## src/rtl/wm8731_i2c_target.sv

```systemverilog
// ============================================================================
// Module   : wm8731_i2c_target
// Brief    : I2C write-only target mirroring the WM8731 control port; keeps a
//            shadow of R0-R9 and strobes every completed register write.
// Revision : 1.0 - initial release
// ============================================================================
`default_nettype none

module wm8731_i2c_target #(
    parameter logic [6:0] DEV_ADDR    = 7'h1A,
    parameter int         SYNC_STAGES = 2
) (
    input  logic       clk,
    input  logic       rstn,
    input  logic       i2c_scl_i,
    input  logic       i2c_sda_i,
    output logic       i2c_sda_o,
    output logic       i2c_sda_t,
    input  logic [3:0] rd_addr,
    output logic [8:0] rd_data,
    output logic       wr_valid,
    output logic [6:0] wr_addr,
    output logic [8:0] wr_data,
    output logic       bus_busy
);

    typedef enum logic [2:0] {
        S_IDLE   = 3'd0,
        S_ADDR   = 3'd1,
        S_ACK_A  = 3'd2,
        S_BYTE0  = 3'd3,
        S_ACK_0  = 3'd4,
        S_BYTE1  = 3'd5,
        S_ACK_1  = 3'd6,
        S_IGNORE = 3'd7
    } state_t;

    state_t                 r_state;
    logic [SYNC_STAGES-1:0] r_scl_sync;
    logic [SYNC_STAGES-1:0] r_sda_sync;
    logic                   r_scl_d;
    logic                   r_sda_d;
    logic [7:0]             r_shift;
    logic [3:0]             r_bit_cnt;
    logic [7:0]             r_byte0;
    logic                   r_sda_t;
    logic                   r_wr_valid;
    logic [6:0]             r_wr_addr;
    logic [8:0]             r_wr_data;
    logic                   r_busy;
    logic [8:0]             r_regs [0:9];

    logic       w_scl;
    logic       w_sda;
    logic       w_scl_rise;
    logic       w_scl_fall;
    logic       w_start;
    logic       w_stop;
    logic [7:0] w_byte1;
    logic [6:0] w_wr_reg;
    logic [8:0] w_wr_dat;

    function automatic logic [8:0] f_rst_val(input logic [3:0] idx);
        case (idx)
            4'd0, 4'd1: f_rst_val = 9'h097;
            4'd2, 4'd3: f_rst_val = 9'h079;
            4'd4:       f_rst_val = 9'h00A;
            4'd5:       f_rst_val = 9'h008;
            4'd6:       f_rst_val = 9'h09F;
            4'd7:       f_rst_val = 9'h00A;
            default:    f_rst_val = 9'h000;
        endcase
    endfunction

    assign w_scl      = r_scl_sync[SYNC_STAGES-1];
    assign w_sda      = r_sda_sync[SYNC_STAGES-1];
    assign w_scl_rise = w_scl & ~r_scl_d;
    assign w_scl_fall = ~w_scl & r_scl_d;
    // Bus conditions require SCL high on both samples so an SCL edge never aliases one
    assign w_start    = w_scl & r_scl_d & r_sda_d & ~w_sda;
    assign w_stop     = w_scl & r_scl_d & ~r_sda_d & w_sda;
    assign w_byte1    = {r_shift[6:0], w_sda};
    assign w_wr_reg   = r_byte0[7:1];
    assign w_wr_dat   = {r_byte0[0], w_byte1};

    always_ff @(posedge clk) begin
        if (!rstn) begin
            r_scl_sync <= '1;
            r_sda_sync <= '1;
            r_scl_d    <= 1'b1;
            r_sda_d    <= 1'b1;
        end else begin
            r_scl_sync <= {r_scl_sync[SYNC_STAGES-2:0], i2c_scl_i};
            r_sda_sync <= {r_sda_sync[SYNC_STAGES-2:0], i2c_sda_i};
            r_scl_d    <= w_scl;
            r_sda_d    <= w_sda;
        end
    end

    always_ff @(posedge clk) begin
        if (!rstn) begin
            r_state    <= S_IDLE;
            r_shift    <= 8'h00;
            r_bit_cnt  <= 4'd0;
            r_byte0    <= 8'h00;
            r_sda_t    <= 1'b1;
            r_wr_valid <= 1'b0;
            r_wr_addr  <= 7'd0;
            r_wr_data  <= 9'd0;
            r_busy     <= 1'b0;
            for (int i = 0; i < 10; i++) r_regs[i] <= f_rst_val(4'(i));
        end else begin
            r_wr_valid <= 1'b0;
            if (w_start) begin
                r_state   <= S_ADDR;
                r_bit_cnt <= 4'd0;
                r_sda_t   <= 1'b1;
                r_busy    <= 1'b1;
            end else if (w_stop) begin
                r_state <= S_IDLE;
                r_sda_t <= 1'b1;
                r_busy  <= 1'b0;
            end else begin
                case (r_state)
                    S_ADDR: begin
                        if (w_scl_rise) begin
                            r_shift   <= {r_shift[6:0], w_sda};
                            r_bit_cnt <= r_bit_cnt + 4'd1;
                        end else if (w_scl_fall && r_bit_cnt == 4'd8) begin
                            if (r_shift[7:1] == DEV_ADDR && !r_shift[0]) begin
                                r_state <= S_ACK_A;
                                r_sda_t <= 1'b0;
                            end else begin
                                r_state <= S_IGNORE;
                            end
                        end
                    end
                    S_ACK_A, S_ACK_0: begin
                        if (w_scl_fall) begin
                            r_sda_t   <= 1'b1;
                            r_bit_cnt <= 4'd0;
                            r_state   <= (r_state == S_ACK_A) ? S_BYTE0 : S_BYTE1;
                        end
                    end
                    S_BYTE0: begin
                        if (w_scl_rise) begin
                            r_shift   <= {r_shift[6:0], w_sda};
                            r_bit_cnt <= r_bit_cnt + 4'd1;
                        end else if (w_scl_fall && r_bit_cnt == 4'd8) begin
                            r_byte0 <= r_shift;
                            r_sda_t <= 1'b0;
                            r_state <= S_ACK_0;
                        end
                    end
                    S_BYTE1: begin
                        if (w_scl_rise) begin
                            r_shift   <= w_byte1;
                            r_bit_cnt <= r_bit_cnt + 4'd1;
                            // Commit on the last data bit so the strobe precedes the ACK
                            if (r_bit_cnt == 4'd7) begin
                                r_wr_valid <= 1'b1;
                                r_wr_addr  <= w_wr_reg;
                                r_wr_data  <= w_wr_dat;
                                if (w_wr_reg == 7'd15) begin
                                    for (int i = 0; i < 10; i++) r_regs[i] <= f_rst_val(4'(i));
                                end else if (w_wr_reg < 7'd10) begin
                                    r_regs[w_wr_reg[3:0]] <= w_wr_dat;
                                end
                            end
                        end else if (w_scl_fall && r_bit_cnt == 4'd8) begin
                            r_sda_t <= 1'b0;
                            r_state <= S_ACK_1;
                        end
                    end
                    S_ACK_1: begin
                        if (w_scl_fall) begin
                            r_sda_t <= 1'b1;
                            r_state <= S_IGNORE;
                        end
                    end
                    S_IDLE, S_IGNORE: r_sda_t <= 1'b1;
                    default: begin
                        r_state <= S_IDLE;
                        r_sda_t <= 1'b1;
                    end
                endcase
            end
        end
    end

    always_comb begin
        rd_data = 9'd0;
        if (rd_addr < 4'd10) rd_data = r_regs[rd_addr];
    end

    assign i2c_sda_o = 1'b0;
    assign i2c_sda_t = r_sda_t;
    assign wr_valid  = r_wr_valid;
    assign wr_addr   = r_wr_addr;
    assign wr_data   = r_wr_data;
    assign bus_busy  = r_busy;

endmodule

`default_nettype wire

```

## config.mk

```make
export PLATFORM = sky130hd
export DESIGN_NAME = wm8731_i2c_target
export DESIGN_NICKNAME = d
export VERILOG_FILES = /design/src/rtl/wm8731_i2c_target.sv
export SDC_FILE = /design/constraint.sdc
export NUM_CORES = 1
export LEC_CHECK = 0
export CAP_MARGIN = 20
export CORE_UTILIZATION = 30
export DETAILED_ROUTE_END_ITERATION = 10
export GPL_TIMING_DRIVEN = 0
export PLACE_DENSITY = 0.51
export REMOVE_ABC_BUFFERS = 1
export SYNTH_ARGS = -nofsm -noshare
export SYNTH_HDL_FRONTEND = slang
export SYNTH_SLANG_ARGS = --single-unit
```

## constraint.sdc

```tcl
create_clock -name clk -period 3.3 [get_ports clk]
set_input_delay 0.825 -clock clk [delete_from_list [all_inputs] [get_ports clk]]
set_output_delay 0.825 -clock clk [all_outputs]
set_load 0.02 [all_outputs]
```

Word level (Yosys, flattened, before mapping) --
Memory sizes are Yosys's and may differ from the RTL's. Index checks and enable logic that the tools add are counted.
Storage, ports and cells: flip-flop bits (word level) 48, output and inout bits 29, bits in writable memories 90, memories kept 1
Memory list:
- r_regs | depth 10, bits a word 9, read ports 1, clocked after Yosys merged registers in 0, write ports 10, RTL line 51 | logic [8:0] r_regs [0:9];
Operators by class: add/sub/neg operators 1, eq/ne operators 32, magnitude comparators 2, reductions and logical operators 24, multiplexer cells 106, bitwise gates (word level) 26
Operator list (count):
- $mux 9 | 60
- $ne 4x4->1 const B | 8
- $mux 1 | 30
- $mux 3 | 10
- $ne 2x2->1 const B | 10
- $reduce_and 9->1 | 2
- $pmux 3 s5 | 1
- $eq 3x3->1 const B | 4
- $mux 4 | 3
- $or 1x1->1 | 10
- $reduce_and 5->1 | 2
- $not 1->1 | 9
- $reduce_or 3->1 | 3
- $reduce_or 9->1 | 1
- $pmux 4 s2 | 1
- $reduce_and 4->1 | 2
- $reduce_or 2->1 | 4
- $and 1x1->1 | 7
- $eq 7x4->1 const B | 1
- $eq 7x5->1 const B | 1
- $lt 7x4->1 const B | 1
- $reduce_bool 7->1 | 1
- $eq 3x2->1 const B | 2
- $ne 2x1->1 const B | 3
- 13 further kinds | 15

Logic depth before layout (Yosys ltp) --
word-level depth 12, depth in mapped cells 8, depth with buffers taken out 6

Worst setup path after synthesis --
OpenSTA, ideal clock, no wires.
kind in2out, start input rd_addr[0], end output rd_data[5], arrival 2.333 ns, path buffers 2, setup slack 0.142 ns, cell stages on the path 5, data required time 2.475 ns, cell sequence buf_2 -> buf_2 -> mux4_2 -> a221oi_1 -> nor2_1
Between the ends: longest elaborated chain between the ends 2, elaborated cells on any way between the ends 3, those cells by class order compare: 1; mux: 1; memory: 1
RTL lines:
- from (decl) | RTL line 19 | input logic [3:0] rd_addr,
- $mem_v2 10x9 or $lt 4x4->1 (tied branches)
- $mux 9 (*) | RTL line 193 | if (rd_addr < 4'd10) rd_data = r_regs[rd_addr];
- to (decl) | RTL line 20 | output logic [8:0] rd_data,
Mark *: on every way between the ends. The rest lies on a longest branch, timed or not.

Worst setup path in the final report --
start input rd_addr[0], end output rd_data[0]
Same word-level chain as after synthesis.

==> results by group <==
Outcome
  • Status: finished, final reports clean

Global route
  • First-pass GRT wire length: 23500 um
  • Total congestion overflow: 0
  • Largest net degree at the start of global routing: 36
  • Vias in the first global route: 4147
  • Initial antenna violation count: 0
  • GRT Util Overall: 14.9%

Drt
  • DRC viols: 0
  • Via count: 4179
  • First-pass iteration count of the detailed router: 5
  • Post-DR vias/cell: 5.04
  • WL/cell: 18.3 um
  • DRT Wirelength: 15200 um
  • DR iter-0 viols: 305
  • Remaining antenna violation count: 0

Clock network
  • Clock Sinks: 138
  • Cts bufs inserted: 17
  • Worst skew pair latency: 0.41 ns
  • Clock slew at reported path FFs: 0.06 ns
  • H-tree levels: 4
  • CTS Hold Bufs: 0
  • TritonCTS clock tree: done
  • Max clock buf depth: 2
  • CTS Root Cell: clkbuf_16

Yosys
  • Synth Register Bits: 138
  • EDFF count, synth: 90
  • Yosys top cell by area: edfxtp_1
  • Yosys warns: 0
  • Mux share of post-synthesis cell area: 12.5%
  • Yosys cell types: 61
  • Register area share after synthesis: 59.4%
  • Ranking of synthesized cells by area: edfxtp_1 44%, dfxtp_1 16%, mux4_2 6.6%, nor2_1 5.6%, mux2i_1 3.9%
  • Synth Area in Compound Gates: 6.27%
  • Mapped Cells: 518
  • Synth Area in XOR/XNOR: 0.284%
  • Largest family of logic cells by synthesized area: simple AND/OR/NAND/NOR gates
  • Simple-gate area share of the yosys netlist: 17.6%
  • Top cell type's share of synthesized area: 43.8%
  • Ys flop type: edfxtp_1
  • Post-Synth Adder-Cell Area: 0.406%
  • Synthesized cell area: 0.00617 mm^2
  • Post-synth ARST share: 0%
  • Avg Cell Area, Syn: 11.9 um^2

Setup path
  • Worst-path fanout max: 19
  • Critical path capture point type: output port
  • Startpoint types: input pin
  • Arr. time, crit path: 2.38 ns
  • Critical path class: in2out
  • Critical path data required time: 2.47 ns
  • Worst reg2reg setup slack: 0.24 ns

Power and ir drop
  • Internal power: 3.21 mW
  • Max IR drop VDD: 0.342 mV
  • Pwr Density: 543 mW/mm^2
  • Sequential power share: 46.7%
  • Static Leakage: 2.36 nW
  • Switching power total: 0.842 mW
  • Logic gate share of total power: 5.0%
  • Total power: 4.05 mW
  • Switching share of total power: 20.8%
  • Clock Power Share: 48.3%

STA
  • Peak Freq: 0.312 GHz
  • Worst hold slack: 0.411 ns
  • Slew @ Worst Pin: 0.978 ns
  • Fin crit period: 3.20 ns
  • Slew HR: 34.4%
  • RSZ-0062 raised after global routing: no
  • Crit share post-route: 97.1%
  • Setup Skew: 0.00830 ns
  • Final slew viol count: 0
  • Final Hold Vio Count: 0
  • Final setup viols: 0

Flow run
  • Max-Cap Viols: 0

Finish
  • FF+latch area: 0.00366 mm^2
  • Finished Layout Cells: 829
  • Area occupied by multi-input gates: 0.00235 mm^2
  • Most common cell after layout, fill and taps aside: nor2_1
  • Diode count: 0
  • # fillers: 2008
  • Nets: 556
  • Share of layout cells above drive strength 1: 16.6%
  • Commonest cells after routing, fill and taps aside: 91 x nor2_1, 90 x edfxtp_1, 48 x dfxtp_1, 43 x nand2_1, 25 x nand2b_1
  • Layout area overhead: 20.9%

Floorplanning
  • Die Ht: 145 um
  • Top Ports: 37
  • Die area: 0.0211 mm^2
  • Width of the die: 145 um
  • # rows: 52
  • Core area: 0.0202 mm^2
  • Starting Density: 30.6%

Placement
  • Dpl cells: 792
  • Placer Congestion: 0.790
  • Number of port buffers: 35
  • HPWL Detailed: 10100 um

Hold path
  • Hold Crit Class: reg2reg
-- registers in the layout, indices dropped and copies added (netlist names) --
signal	cells
bus_busy	1
i2c_sda_t	1
r_bit_cnt	4
r_byte0	8
r_regs	90
r_scl_d	1
r_scl_sync	2
r_sda_d	1
r_sda_sync	2
r_shift	8
r_state	3
wr_addr	7
wr_data	9
wr_valid	1
-- area by class of cell --
type / count / area share [%]
flip-flops and latches: 138 / 49.1
multi-input cells: 330 / 31.4
repair buffers: 49 / 6.15
clock buffers: 18 / 5.75
well taps: 270 / 4.53
clock inverters: 14 / 2.40
inverters: 10 / 0.620
-- power by group through the flow --
stage | clock network (mW) | registers [mW] | logic, mW
2_1_floorplan | 0 | 1.92 | 0.110
3_3_place_gp | 0 | 1.93 | 0.197
3_5_place_dp | 0 | 1.93 | 0.205
4_1_cts | 1.99 | 1.89 | 0.209
5_1_grt | 2.06 | 1.90 | 0.219
6_report | 1.96 | 1.89 | 0.202
-- per-layer routing --
metal  GRT usage [%]  wire, um  vias up
li1                -         -     1942
met1            19.2      6750     2113
met2            25.0      7550      112
met3            3.48       787       12
met4            4.26       115        0
met5               0         0        -
-- logic make-up after synthesis --
logic type | after synthesis
AND/OR/NAND/NOR | 219
flip-flops | 138
AO/OA/AOI/OAI | 53
multiplexers | 53
buffers and inverters | 50
adder cells (fa/ha/maj) | 2
XOR/XNOR | 2
other | 1
-- stage by stage --
step / utilization, % / instance area, um^2 / setup WS (ns) / TNS [ns]
final: 37.0 / 7460 / 0.0964 / 0
after global routing: 37.0 / 7460 / 0.0258 / 0
after CTS: 36.9 / 7450 / -0.0617 / -0.0617
after detailed placement: 33.5 / 6760 / -1.34 / -40.11
after global placement: 33.1 / 6680 / -1.94 / -99.63
after floorplan: - / 5990 / 0.0205 / 0
-- synth_stat cells, drive strengths merged (11+ instances only) --
| cell type | number |
|---|---|
| nand2 | 43 |
| buf | 13 |
| mux4 | 18 |
| mux2 | 11 |
| mux2i | 24 |
| a21oi | 13 |
| or3 | 12 |
| dfxtp | 48 |
| clkbuf | 27 |
| edfxtp | 90 |
| nand2b | 25 |
| nor2 | 92 |
-- repair_timing --
action                     CTS  global route
resized for setup           40             4
setup endpoints to repair   56             5
setup buffers                5             0
cloned                       0             0
pin swaps                    2             1
-- final timing paths --
| path | end | depth (start not counted) | startpoint |
|---|---|---|---|
| max | rd_data[0] | 6 | rd_addr[0] |
| min | r_sda_sync[1] | 1 | r_sda_sync[0] |
| max reg2reg | r_regs[3][1] | 6 | r_bit_cnt[0] |
| min reg2reg | r_sda_sync[1] | 1 | r_sda_sync[0] |
-- worst max-delay path: stages --
cell	delay, ns
buf_8	0.20
buf_4	0.18
mux4_2	0.53
a221oi_2	0.28
nor2_1	0.09
clkdlybuf4s15_2	0.26
No activity file was read; power rests on OpenSTA's default activity.
